==> config.mk <==
export PLATFORM = sky130hd
export DESIGN_NAME = chip_ram_arbiter_flat
export DESIGN_NICKNAME = d
export VERILOG_FILES = /design/src/rtl/chip_ram_arbiter_if.sv /design/src/rtl/chip_ram_arbiter.sv /design/src/flat_wrapper.sv
export SDC_FILE = /design/constraint.sdc
export NUM_CORES = 1
export LEC_CHECK = 0
export BUFFER_PORTS_ARGS = -buffer_cell sky130_fd_sc_hd__buf_2
export CORE_AREA = 2 2 58 60
export CTS_BUF_LIST = sky130_fd_sc_hd__clkbuf_4
export DETAILED_ROUTE_END_ITERATION = 7
export DIE_AREA = 0 0 60 62
export PLACE_DENSITY = 0.84
export SLEW_MARGIN = 20
export SYNTH_ARGS = -nofsm -noshare
export SYNTH_HDL_FRONTEND = slang
export SYNTH_SLANG_ARGS = --single-unit
==> constraint.sdc <==
create_clock -name CLK80 -period 5.7 [get_ports CLK80]
set_input_delay 0.285 -clock CLK80 [delete_from_list [all_inputs] [get_ports CLK80]]
set_output_delay 0.285 -clock CLK80 [all_outputs]
set_load 0.1 [all_outputs]
==> src/rtl/chip_ram_arbiter_if.sv <==
// Request/grant bundle between the Agnus/CPU synchronizers, the chip-RAM arbiter
// and the SDRAM command sequencer.
interface chip_ram_arbiter_if;
    logic       SDRAM_CONFIGURED;
    logic       DMA_REQ;
    logic       CPU_REQ;
    logic       DBR_SYNC;
    logic       SEQ_DONE;
    logic       GNT_DMA;
    logic       GNT_CPU;
    logic       GNT_REF;
    logic [1:0] OWNER;
    logic [3:0] REF_DEBT;
    logic       DMA_OVERRUN;
    logic       WDOG_ERR;

    // Arbiter side
    modport slave (
        input  SDRAM_CONFIGURED, DMA_REQ, CPU_REQ, DBR_SYNC, SEQ_DONE,
        output GNT_DMA, GNT_CPU, GNT_REF, OWNER, REF_DEBT, DMA_OVERRUN, WDOG_ERR
    );

    // Requester / sequencer side
    modport master (
        output SDRAM_CONFIGURED, DMA_REQ, CPU_REQ, DBR_SYNC, SEQ_DONE,
        input  GNT_DMA, GNT_CPU, GNT_REF, OWNER, REF_DEBT, DMA_OVERRUN, WDOG_ERR
    );
endinterface

==> src/rtl/chip_ram_arbiter.sv <==
// Chip-RAM SDRAM sequencer arbiter: DMA > urgent refresh > CPU > opportunistic refresh,
// with a refresh-interval timer, postponed-refresh debt and a BUSY watchdog.
module chip_ram_arbiter #(
    parameter int REF_INTERVAL = 624,
    parameter int REF_MAX      = 8,
    parameter int REF_URGENT   = 4,
    parameter int WDOG_CYCLES  = 31
) (
    input  logic              CLK80,
    input  logic              RESETn,
    chip_ram_arbiter_if.slave bus
);
    localparam int TMR_W = $clog2(REF_INTERVAL + 1);
    localparam int WDG_W = $clog2(WDOG_CYCLES + 1);

    localparam logic [TMR_W-1:0] TMR_LAST    = TMR_W'(REF_INTERVAL);
    localparam logic [WDG_W-1:0] WDG_LAST    = WDG_W'(WDOG_CYCLES - 1);
    localparam logic [3:0]       DEBT_MAX    = 4'(REF_MAX);
    localparam logic [3:0]       DEBT_URGENT = 4'(REF_URGENT);

    localparam logic [1:0] OWN_NONE = 2'b00;
    localparam logic [1:0] OWN_DMA  = 2'b01;
    localparam logic [1:0] OWN_CPU  = 2'b10;
    localparam logic [1:0] OWN_REF  = 2'b11;

    typedef enum logic [1:0] {
        ST_INIT = 2'b00,
        ST_IDLE = 2'b01,
        ST_BUSY = 2'b10,
        ST_TURN = 2'b11
    } state_t;

    state_t             state_r, state_s;
    logic [TMR_W-1:0]   timer_r, timer_s;
    logic [WDG_W-1:0]   wdog_r, wdog_s;
    logic [3:0]         debt_r, debt_s;
    logic               dma_pend_r, dma_pend_s;
    logic               gnt_dma_r, gnt_dma_s;
    logic               gnt_cpu_r, gnt_cpu_s;
    logic               gnt_ref_r, gnt_ref_s;
    logic [1:0]         owner_r, owner_s;
    logic               overrun_r, overrun_s;
    logic               wdog_err_r, wdog_err_s;
    logic               tick_s;
    logic               dma_want_s;

    assign tick_s     = (timer_r == TMR_LAST);
    // A DMA_REQ seen in IDLE is granted on the same edge, giving next-cycle latency.
    assign dma_want_s = dma_pend_r | bus.DMA_REQ;

    // Arbitration FSM: next state, grant decisions, owner and watchdog.
    always_comb begin
        state_s    = state_r;
        gnt_dma_s  = 1'b0;
        gnt_cpu_s  = 1'b0;
        gnt_ref_s  = 1'b0;
        owner_s    = owner_r;
        wdog_s     = wdog_r;
        wdog_err_s = wdog_err_r;
        case (state_r)
            ST_INIT: begin
                owner_s = OWN_NONE;
                if (bus.SDRAM_CONFIGURED) begin
                    state_s = ST_IDLE;
                end else begin
                    state_s = ST_INIT;
                end
            end
            ST_IDLE: begin
                wdog_s = {WDG_W{1'b0}};
                if (dma_want_s) begin
                    gnt_dma_s = 1'b1;
                    owner_s   = OWN_DMA;
                    state_s   = ST_BUSY;
                end else if (debt_r >= DEBT_URGENT) begin
                    gnt_ref_s = 1'b1;
                    owner_s   = OWN_REF;
                    state_s   = ST_BUSY;
                end else if (bus.CPU_REQ && bus.DBR_SYNC) begin
                    gnt_cpu_s = 1'b1;
                    owner_s   = OWN_CPU;
                    state_s   = ST_BUSY;
                end else if ((debt_r != 4'd0) && !bus.CPU_REQ) begin
                    gnt_ref_s = 1'b1;
                    owner_s   = OWN_REF;
                    state_s   = ST_BUSY;
                end else begin
                    owner_s = OWN_NONE;
                end
            end
            ST_BUSY: begin
                if (bus.SEQ_DONE) begin
                    owner_s = OWN_NONE;
                    state_s = ST_TURN;
                end else if (wdog_r == WDG_LAST) begin
                    wdog_err_s = 1'b1;
                    owner_s    = OWN_NONE;
                    state_s    = ST_TURN;
                end else begin
                    wdog_s = wdog_r + WDG_W'(1);
                end
            end
            ST_TURN: begin
                owner_s = OWN_NONE;
                state_s = ST_IDLE;
            end
            default: begin
                owner_s = OWN_NONE;
                state_s = ST_INIT;
            end
        endcase
    end

    // Refresh timer, refresh debt and DMA pending/overrun bookkeeping.
    always_comb begin
        timer_s    = timer_r + TMR_W'(1);
        debt_s     = debt_r;
        dma_pend_s = dma_pend_r | bus.DMA_REQ;
        overrun_s  = overrun_r;
        if (tick_s) begin
            timer_s = {TMR_W{1'b0}};
        end else begin
            timer_s = timer_r + TMR_W'(1);
        end
        if (tick_s && !gnt_ref_s) begin
            if (debt_r != DEBT_MAX) begin
                debt_s = debt_r + 4'd1;
            end else begin
                debt_s = debt_r;
            end
        end else if (gnt_ref_s && !tick_s) begin
            debt_s = debt_r - 4'd1;
        end else begin
            debt_s = debt_r;
        end
        // The grant consumes the oldest request; a second one arriving with it stays pending.
        if (gnt_dma_s) begin
            dma_pend_s = dma_pend_r & bus.DMA_REQ;
        end else begin
            dma_pend_s = dma_pend_r | bus.DMA_REQ;
        end
        if (bus.DMA_REQ && dma_pend_r && !gnt_dma_s) begin
            overrun_s = 1'b1;
        end else begin
            overrun_s = overrun_r;
        end
    end

    // State and output registers; everything advances on the falling edge of CLK80.
    always_ff @(negedge CLK80 or negedge RESETn) begin
        if (!RESETn) begin
            state_r    <= ST_INIT;
            timer_r    <= {TMR_W{1'b0}};
            wdog_r     <= {WDG_W{1'b0}};
            debt_r     <= 4'd0;
            dma_pend_r <= 1'b0;
            gnt_dma_r  <= 1'b0;
            gnt_cpu_r  <= 1'b0;
            gnt_ref_r  <= 1'b0;
            owner_r    <= OWN_NONE;
            overrun_r  <= 1'b0;
            wdog_err_r <= 1'b0;
        end else begin
            state_r    <= state_s;
            timer_r    <= timer_s;
            wdog_r     <= wdog_s;
            debt_r     <= debt_s;
            dma_pend_r <= dma_pend_s;
            gnt_dma_r  <= gnt_dma_s;
            gnt_cpu_r  <= gnt_cpu_s;
            gnt_ref_r  <= gnt_ref_s;
            owner_r    <= owner_s;
            overrun_r  <= overrun_s;
            wdog_err_r <= wdog_err_s;
        end
    end

    assign bus.GNT_DMA     = gnt_dma_r;
    assign bus.GNT_CPU     = gnt_cpu_r;
    assign bus.GNT_REF     = gnt_ref_r;
    assign bus.OWNER       = owner_r;
    assign bus.REF_DEBT    = debt_r;
    assign bus.DMA_OVERRUN = overrun_r;
    assign bus.WDOG_ERR    = wdog_err_r;
endmodule

==> src/flat_wrapper.sv <==
// flat-port wrapper written by rule: the top's interface ports become plain ports
module chip_ram_arbiter_flat 
#(
    parameter int REF_INTERVAL = 624,
    parameter int REF_MAX      = 8,
    parameter int REF_URGENT   = 4,
    parameter int WDOG_CYCLES  = 31
)
  (CLK80, RESETn, bus_SDRAM_CONFIGURED, bus_DMA_REQ, bus_CPU_REQ, bus_DBR_SYNC, bus_SEQ_DONE, bus_GNT_DMA, bus_GNT_CPU, bus_GNT_REF, bus_OWNER, bus_REF_DEBT, bus_DMA_OVERRUN, bus_WDOG_ERR);
  chip_ram_arbiter_if bus_i ();
  input  logic CLK80;
  input  logic RESETn;
  input wire logic [$bits(bus_i.SDRAM_CONFIGURED)-1:0] bus_SDRAM_CONFIGURED;
  input wire logic [$bits(bus_i.DMA_REQ)-1:0] bus_DMA_REQ;
  input wire logic [$bits(bus_i.CPU_REQ)-1:0] bus_CPU_REQ;
  input wire logic [$bits(bus_i.DBR_SYNC)-1:0] bus_DBR_SYNC;
  input wire logic [$bits(bus_i.SEQ_DONE)-1:0] bus_SEQ_DONE;
  output wire logic [$bits(bus_i.GNT_DMA)-1:0] bus_GNT_DMA;
  output wire logic [$bits(bus_i.GNT_CPU)-1:0] bus_GNT_CPU;
  output wire logic [$bits(bus_i.GNT_REF)-1:0] bus_GNT_REF;
  output wire logic [$bits(bus_i.OWNER)-1:0] bus_OWNER;
  output wire logic [$bits(bus_i.REF_DEBT)-1:0] bus_REF_DEBT;
  output wire logic [$bits(bus_i.DMA_OVERRUN)-1:0] bus_DMA_OVERRUN;
  output wire logic [$bits(bus_i.WDOG_ERR)-1:0] bus_WDOG_ERR;
  assign bus_i.SDRAM_CONFIGURED = bus_SDRAM_CONFIGURED;
  assign bus_i.DMA_REQ = bus_DMA_REQ;
  assign bus_i.CPU_REQ = bus_CPU_REQ;
  assign bus_i.DBR_SYNC = bus_DBR_SYNC;
  assign bus_i.SEQ_DONE = bus_SEQ_DONE;
  assign bus_GNT_DMA = bus_i.GNT_DMA;
  assign bus_GNT_CPU = bus_i.GNT_CPU;
  assign bus_GNT_REF = bus_i.GNT_REF;
  assign bus_OWNER = bus_i.OWNER;
  assign bus_REF_DEBT = bus_i.REF_DEBT;
  assign bus_DMA_OVERRUN = bus_i.DMA_OVERRUN;
  assign bus_WDOG_ERR = bus_i.WDOG_ERR;
  chip_ram_arbiter #(.REF_INTERVAL(REF_INTERVAL), .REF_MAX(REF_MAX), .REF_URGENT(REF_URGENT), .WDOG_CYCLES(WDOG_CYCLES)) u_core (.CLK80(CLK80), .RESETn(RESETn), .bus(bus_i));
endmodule
==> run summary, run 1 <==
status -> completed
gr usage total -> 18.2%
Mapped Avg Cell Area -> 10.2 sq um
share of the synthesized area in the top cell type -> 44.7%
TritonCTS clock tree -> done
total wire length -> 3.07 mm
GP Congestion -> 0.831
worst-skew pair later-pin latency -> 310 ps
num ports -> 18
syn_nets -> 178
Reg power frac -> 38.9%
Sink Count -> 29
P_leak -> 0.843 nW
post-layout util -> 56.5%
drc violations -> 0
most frequent CP cell -> a21o_1
Max H-tree Level -> 2
Synth area leader -> dfrtn_1
setup TNS -> 0 ps
buffer and inverter count on the worst path -> 1
Via Count -> 1277
Slew HR -> 58.8%
Req. time, crit path -> 3010 ps
Final Hold Viols -> 0
MaxCap Viol Count -> 0
count leader, synth -> dfrtn_1
Worst Path Max Fanout -> 8
Die ar. -> 3720 sq um
Die Span Y -> 62 um
vias in the first global route -> 1163
Detailed Place HPWL -> 2.37 mm
most used flip-flop cell after synthesis -> dfrtn_1
Cell Area, Synth -> 1620 sq um
I/O Buffers -> 17
Final nets -> 199
Synth top cells by count -> dfrtn_1, nor2_1, o21ai_0
Final Max Tran Viols -> 0
Max stage delay on crit path -> 410 ps
DRT iter0 DRCs -> 50
largest net degree at the start of global routing -> 30
clock-pin slew on the worst setup and hold paths -> 60 ps
crit-path leading delay family -> simple AND/OR/NAND/NOR gates
number of post-CTS setup repair buffers -> 0
hold buffer count at CTS -> 0
switching share of power -> 50.0%
Routed WL per cell -> 13.4 um
Clock Path Buffers -> 2
P_sw -> 0.402 mW
Post-DRT Antenna Nets -> 0
DR pass1 iterations -> 4
Core Area -> 3180 sq um
Seq/Total Area, Yosys -> 44.7%
Internal -> 0.402 mW
Clock Tree Root -> clkbuf_4
Worst Setup Start Kind -> input port
Num CTS Buffers -> 5
FF+latch count, synth -> 29
post-synth cell types -> 47
RSZ-0062 raised after global routing -> no
Mapped Cells -> 160
synth warn -> 0
Starting Density -> 51.1%
Slowest cell on crit path -> or3b_4
worst-margin pin slew -> 617 ps
VDD IR max -> 0.000189 V
Hold WC Path Type -> reg -> reg
Area Overhead vs Synth -> 10.6%
asr flop ratio synth -> 100%
setup violators final -> 0
FP Rows -> 21
critical path capture point type -> flop
total gr overflow -> 0
Via density -> 5.60
Die Wd -> 60 um
initial antenna violation count -> 0
top cells by area, synth -> dfrtn_1, ha_1, nor2_1
Post-CTS Resized -> 0
Final Skew -> 6.64 ps
critical path type -> in -> reg
share of cells above drive strength 1 -> 18.1%
global-route wire length before repair -> 5.00 mm
crit-path cells -> buf_2 > or3b_4 > a21o_1 > nand2_1 > ha_1 > a21o_1 > a21oi_1 > or4b_1 > nand4_1
PwrDens -> 447 nW/um^2
number of synthesized flops with an enable pin -> 0
Logic pwr share -> 47.3%
Clock power frac -> 13.9%
Arr. time, crit path -> 2200 ps
antenna diode count -> 0
[logic make-up after synthesis]
family          count (synthesis)  share of synthesized area (%)
simple gates                   58                           20.0
compound gates                 37                           15.1
flops                          29                           44.7
fa+ha+maj                      12                           9.55
buf+inv                        11                           3.16
xor+xnor                        8                           4.31
mux                             5                           3.24
[layer usage]
metal  GRT usage [%]  routed length [um]  up-vias
li1                -                   -      621
met1            20.6                1280      628
met2            32.6                1630       20
met3            4.35                  88        8
met4            8.57                  68        0
met5               0                   0        -
[worst reg2reg max path: cells and delay by family (launching register included)]
kind,cells,cell delay (ps)
adder cells (fa/ha/maj),2,660
AO/OA/AOI/OAI,3,680
flip-flops,1,460
XOR/XNOR,1,270
buffers and inverters,1,80
AND/OR/NAND/NOR,2,450
[state kept, by name (all words and copies together), names as in the netlist]
signal	cells
u_core.timer_r	10
u_core.wdog_r	5
u_core.bus.REF_DEBT	4
u_core.bus.OWNER	2
u_core.state_r	2
u_core.bus.DMA_OVERRUN	1
u_core.bus.GNT_CPU	1
u_core.bus.GNT_DMA	1
u_core.bus.GNT_REF	1
u_core.bus.WDOG_ERR	1
u_core.dma_pend_r	1
[cell usage in the layout (no fill, tap or decap), drive strengths merged, types with 2 or more instances in the layout]
| cell | n |
|---|---|
| mux2i | 3 |
| nor2b | 3 |
| a22oi | 2 |
| xnor2 | 5 |
| a211o | 2 |
| dfrtn | 29 |
| clkbuf | 5 |
| o21ai | 11 |
| ha | 10 |
| buf | 17 |
| nor2 | 18 |
| or4b | 2 |
| xor2 | 3 |
| clkinv | 4 |
| nor4 | 2 |
| a21o | 3 |
| inv | 7 |
| and3 | 3 |
| mux2 | 2 |
| and2 | 4 |
| and4 | 2 |
| nand3 | 8 |
| nand4 | 4 |
| nand2 | 8 |
| a21oi | 9 |
[area by class of cell]
class | instances | area [sq um]
Fill cell | 299 | 1380
Multi-Input combinational cell | 120 | 847
Sequential cell | 29 | 726
Timing Repair Buffer | 17 | 85.1
Tap cell | 46 | 57.6
Clock buffer | 5 | 37.5
Inverter | 8 | 31.3
Clock inverter | 3 | 12.5
[through the flow]
stage	hold WS [ps]	setup slack, ps	area [sq um]	power (mW)	std cells
finish	413	810	1800	0.803	228
global route	454	665	1800	0.859	228
CTS	418	831	1800	0.812	228
detailed placement	417	486	1750	0.698	220
global placement	407	604	1750	0.679	220
floorplan	388	777	1620	0.618	160
[final timing paths]
path                            cells after the start  slack, ps               from                endpoint
worst max-delay path                                9        810        bus_DMA_REQ  u_core.bus.REF_DEBT[3]
worst min-delay path                                1        410  u_core.timer_r[0]       u_core.timer_r[0]
worst max register to register                      9       2950  u_core.state_r[1]  u_core.bus.REF_DEBT[2]
worst min register to register                      1        410  u_core.timer_r[0]       u_core.timer_r[0]
max in group asynchronous                           1       2550             RESETn       u_core.timer_r[2]
min in group asynchronous                           1       2710             RESETn        u_core.wdog_r[4]
[power by group through the flow]
stage                     clock, mW  combinational [mW]  sequential [mW]
after floorplan                   0               0.159            0.459
after global placement            0               0.370            0.310
after detailed placement          0               0.382            0.317
after CTS                     0.116               0.383            0.312
after global routing          0.122               0.416            0.321
final                         0.111               0.380            0.312
Note: power is estimated with default switching activity, not from simulation.
==> inputs of run 2 (changes only) <==
--- a/config.mk
+++ b/config.mk
@@ -10,7 +10,7 @@
 export CTS_BUF_LIST = sky130_fd_sc_hd__clkbuf_4
 export DETAILED_ROUTE_END_ITERATION = 7
 export DIE_AREA = 0 0 60 62
-export PLACE_DENSITY = 0.84
+export PLACE_DENSITY = 0.73
 export SLEW_MARGIN = 20
 export SYNTH_ARGS = -nofsm -noshare
 export SYNTH_HDL_FRONTEND = slang
==> run 2 against run 1 <==
Effect of this change: non-clock buffer count unchanged; final area unchanged; utilization did not move; first-iteration DRC count is 10% lower; critical path type unchanged; highest routed layer unchanged.
==> run summary, run 2 (synthesis gave the netlist of run 1 again) <==
TritonCTS clock tree -> done
num ports -> 18
P_leak -> 0.843 nW
Routed WL per cell -> 13.6 um
max reg flops -> 10
Die Wd -> 60 um
antenna diode count -> 0
total gr overflow -> 0
most frequent CP cell -> a21o_1
drc violations -> 0
GP Congestion -> 0.847
worst reg2reg path startpoint -> u_core.state_r[1]
global-route wire length before repair -> 4.98 mm
setup violators final -> 0
Via Count -> 1261
largest net degree at the start of global routing -> 30
Reg2Reg Setup Slack -> 3010 ps
worst-skew pair later-pin latency -> 310 ps
r2r worst-path depth -> 9
MaxCap Viol Count -> 0
Post-DRT Antenna Nets -> 0
Slew HR -> 57.5%
Worst Setup Start Kind -> input port
hold buffer count at CTS -> 0
Worst Path Max Fanout -> 8
total wire length -> 3.10 mm
Max H-tree Level -> 2
crit-path cells -> buf_2 > or3b_4 > a21o_1 > nand2_1 > ha_1 > a21o_1 > a21oi_1 > or4b_1 > nand4_1
DRT iter0 DRCs -> 45
PwrDens -> 447 nW/um^2
worst-margin pin slew -> 637 ps
status -> completed
total power -> 0.803 mW
Hold Path Stages -> 1
DR pass1 iterations -> 4
Final Max Tran Viols -> 0
FP Rows -> 21
Die Span Y -> 62 um
Req. time, crit path -> 3010 ps
end of the worst register-to-register path -> u_core.bus.REF_DEBT[2]
share of cells above drive strength 1 -> 18.1%
critical path type -> in -> reg
initial antenna violation count -> 0
gr usage total -> 18.3%
Max stage delay on crit path -> 410 ps
Detailed Place HPWL -> 2.26 mm
Largest Register -> u_core.timer_r
Die ar. -> 3720 sq um
critical path capture point type -> flop
Worst Slack Setup Final -> 838 ps
number of post-CTS setup repair buffers -> 0
Clock Tree Root -> clkbuf_4
most frequent cells in the layout -> dfrtn_1, nor2_1, buf_2
RSZ-0062 raised after global routing -> no
pre-CTS setup slack -> 518 ps
worst hold endpoint -> u_core.bus.DMA_OVERRUN
Final Skew -> 5.95 ps
Hold WC Path Type -> reg -> reg
Final nets -> 199
VDD IR max -> 0.000190 V
Post-CTS Resized -> 0
Final Hold Viols -> 0
vias in the first global route -> 1150
setup TNS -> 0 ps
Via density -> 5.53
Starting Density -> 51.1%
Num CTS Buffers -> 5
Arr. time, crit path -> 2170 ps
commonest non-fill, non-tap cell in the layout -> dfrtn_1
Slowest cell on crit path -> or3b_4
clock-pin slew on the worst setup and hold paths -> 60 ps
worst hold start -> u_core.bus.DMA_OVERRUN
Area Overhead vs Synth -> 10.6%
Sink Count -> 29
I/O Buffers -> 17
Core Area -> 3180 sq um
Final Hold Slack -> 411 ps
Clock Path Buffers -> 2
## run 2: cell counts in the layout (fill, tap and decap cells not counted)
No cell type changed its count.
## run 2: how the worst max path moves through the flow
stage	end	startpoint	slack, ps
after floorplan	u_core.bus.REF_DEBT[3]	bus_DMA_REQ	780
after global placement	u_core.bus.REF_DEBT[3]	bus_DMA_REQ	580
after detailed placement	u_core.bus.REF_DEBT[2]	bus_DMA_REQ	520
after CTS	u_core.bus.REF_DEBT[3]	bus_DMA_REQ	860
after global routing	u_core.bus.REF_DEBT[2]	bus_DMA_REQ	710
final	u_core.bus.REF_DEBT[3]	bus_DMA_REQ	840
## run 2: worst max-delay path, delay by kind of cell
kind	cells	cell delay (ps)
buffers and inverters	1	120
adder cells (fa/ha/maj)	1	250
AO/OA/AOI/OAI	3	700
AND/OR/NAND/NOR	4	810
## run 2: where the power goes
group | internal [mW] | switching (mW)
clock | 0.0445 | 0.0679
sequential | 0.253 | 0.0601
combinational | 0.104 | 0.274
total | 0.401 | 0.402
## run 2: cell type report
cell class              count  area (sq um)
clock inverters             3          12.5
clock buffers               5          37.5
inverters                   8          31.3
multi-input cells         120           847
fillers                   287          1380
repair buffers             17          85.1
flip-flops and latches     29           726
well taps                  46          57.6
## run 2: per-stage QoR
| stage | utilization [%] | std cells | area (sq um) |
|---|---|---|---|
| 6_report | 56.5 | 228 | 1800 |
| 3_5_place_dp | 54.9 | 220 | 1750 |
| 5_1_grt | 56.5 | 228 | 1800 |
| 2_1_floorplan | - | 160 | 1620 |
| 3_3_place_gp | 54.9 | 220 | 1750 |
| 4_1_cts | 56.5 | 228 | 1800 |
## run 2: metal layers
layer / track usage, % / up-vias / routed length [um]
li1: - / 626 / -
met1: 22.0 / 601 / 1350
met2: 30.0 / 32 / 1600
met3: 5.59 / 2 / 133
met4: 8.89 / 0 / 15
met5: 0 / - / 0
==> inputs of run 3 (changes only) <==
--- a/config.mk
+++ b/config.mk
@@ -10,6 +10,7 @@
 export CTS_BUF_LIST = sky130_fd_sc_hd__clkbuf_4
 export DETAILED_ROUTE_END_ITERATION = 7
 export DIE_AREA = 0 0 60 62
+export GPL_TIMING_DRIVEN = 0
 export PLACE_DENSITY = 0.73
 export SLEW_MARGIN = 20
 export SYNTH_ARGS = -nofsm -noshare
==> run 3 against run 2 <==
Effect of this change: critical path depth is 1 higher; routed wire length is 1.6% higher; sequential power hardly changed; critical endpoint unchanged; largest power group unchanged; die area did not move; sequential share of layout area shrank 1.6 points; largest cell class unchanged.
==> run summary, run 3 (synthesis gave the netlist of run 1 again) <==
status -> completed
worst hold start -> u_core.timer_r[0]
Clock Path Buffers -> 2
Starting Density -> 51.1%
Cell Area, Placed -> 1770 sq um
most frequent cells in the layout -> dfrtn_1, nor2_1, buf_2
Final Max Tran Viols -> 0
initial antenna violation count -> 0
Die Span Y -> 62 um
crit-path leading delay family -> simple AND/OR/NAND/NOR gates
Die ar. -> 3720 sq um
buffer and inverter count on the worst path -> 2
Layout fillers -> 282
critical path capture point type -> flop
Via Count -> 1279
P_sw -> 0.414 mW
worst reg2reg path startpoint -> u_core.state_r[1]
worst-skew pair later-pin latency -> 320 ps
Non-Filler Instances -> 231
VDD IR max -> 0.000216 V
largest net degree at the start of global routing -> 30
Max H-tree Level -> 2
worst-margin pin slew -> 626 ps
Logic pwr share -> 42.3%
commonest non-fill, non-tap cell in the layout -> dfrtn_1
total wire length -> 3.15 mm
TritonCTS clock tree -> done
clock-pin slew on the worst setup and hold paths -> 70 ps
share of cells above drive strength 1 -> 20.0%
Max stage delay on crit path -> 420 ps
setup violators final -> 0
Sink Count -> 29
Hold Path Stages -> 1
Die Wd -> 60 um
Num CTS Buffers -> 5
P_leak -> 0.881 nW
Post-CTS Resized -> 0
number of post-CTS setup repair buffers -> 0
Core Area -> 3180 sq um
post-layout util -> 58.8%
RSZ-0062 raised after global routing -> no
GP Congestion -> 0.850
worst hold endpoint -> u_core.timer_r[0]
Clock power frac -> 23.5%
MaxCap Viol Count -> 0
FP Rows -> 21
Final Skew -> 5.57 ps
crit-path cells -> buf_2 > or3b_4 > a21o_1 > buf_6 > nand2_1 > ha_1 > a21o_1 > a21oi_1 > or4b_1 > nand4_1
Reg power frac -> 34.2%
Post-DRT Antenna Nets -> 0
num ports -> 18
setup TNS -> 0 ps
Arr. time, crit path -> 2200 ps
Detailed Place HPWL -> 2.32 mm
I/O Buffers -> 17
antenna diode count -> 0
max reg flops -> 10
global-route wire length before repair -> 5.45 mm
Clock Tree Root -> clkbuf_4
PwrDens -> 486 nW/um^2
drc violations -> 0
Internal -> 0.495 mW
Levels on crit path -> 10
most frequent CP cell -> a21o_1
Req. time, crit path -> 3020 ps
Reg2Reg Setup Slack -> 3000 ps
Final Instance Area -> 1870 sq um
Final nets -> 202
r2r worst-path depth -> 11
Worst Path Max Fanout -> 8
DR pass1 iterations -> 4
Worst Setup Start Kind -> input port
hold buffer count at CTS -> 0
gr usage total -> 19.8%
Area Overhead vs Synth -> 15.1%
vias in the first global route -> 1308
total gr overflow -> 0
Slowest cell on crit path -> or3b_4
critical path type -> in -> reg
Hold WC Path Type -> reg -> reg
Final Hold Viols -> 0
Routed WL per cell -> 13.6 um
Final Hold Slack -> 411 ps
placed instance count -> 223
end of the worst register-to-register path -> u_core.bus.REF_DEBT[3]
Largest Register -> u_core.timer_r
Slew HR -> 58.2%
DRT iter0 DRCs -> 51
Via density -> 5.54
switching share of power -> 45.6%
-- run 3: changes by cell type in the layout (fill, tap and decap cells not counted) --
cell / before / now
clkinv_1: 2 / 0
buf_6: 0 / 1
bufinv_16: 0 / 2
buf_2: 17 / 18
clkbuf_1: 0 / 1
-- run 3: layout make-up --
type / instances / area [sq um] / share of cell area (%)
multi-input cells: 120 / 847 / 45.3
flip-flops and latches: 29 / 726 / 38.8
repair buffers: 17 / 85.1 / 4.55
clock inverters: 3 / 65.1 / 3.48
well taps: 46 / 57.6 / 3.08
clock buffers: 5 / 37.5 / 2.01
inverters: 8 / 31.3 / 1.67
plain buffers: 3 / 20.0 / 1.07
-- run 3: worst max path at each step --
stage          slack (ps)                endpoint   startpoint
5_1_grt               710  u_core.bus.REF_DEBT[3]  bus_DMA_REQ
2_1_floorplan         780  u_core.bus.REF_DEBT[3]  bus_DMA_REQ
3_3_place_gp          530  u_core.bus.REF_DEBT[3]  bus_DMA_REQ
6_report              810  u_core.bus.REF_DEBT[3]  bus_DMA_REQ
3_5_place_dp          500  u_core.bus.REF_DEBT[3]  bus_DMA_REQ
4_1_cts               840  u_core.bus.REF_DEBT[2]  bus_DMA_REQ
-- run 3: stage by stage --
| step | setup WS (ps) | total power [mW] |
|---|---|---|
| final | 815 | 0.909 |
| after global routing | 708 | 0.973 |
| after CTS | 835 | 0.917 |
| after detailed placement | 500 | 0.699 |
| after global placement | 531 | 0.681 |
| after floorplan | 777 | 0.618 |
-- run 3: metal layers --
layer / vias up / global-route usage [%] / share of wire, %
met3: 8 / 6.21 / 3.4
met2: 23 / 36.0 / 52
met4: 0 / 8.57 / 1.9
met5: - / 0 / 0
met1: 621 / 21.3 / 42
li1: 627 / - / -
-- run 3: power groups by stage --
stage	clock, mW	combinational [mW]	sequential (mW)
floorplan	0	0.159	0.459
global route	0.229	0.424	0.321
finish	0.213	0.384	0.311
global placement	0	0.371	0.310
detailed placement	0	0.384	0.315
CTS	0.220	0.387	0.311
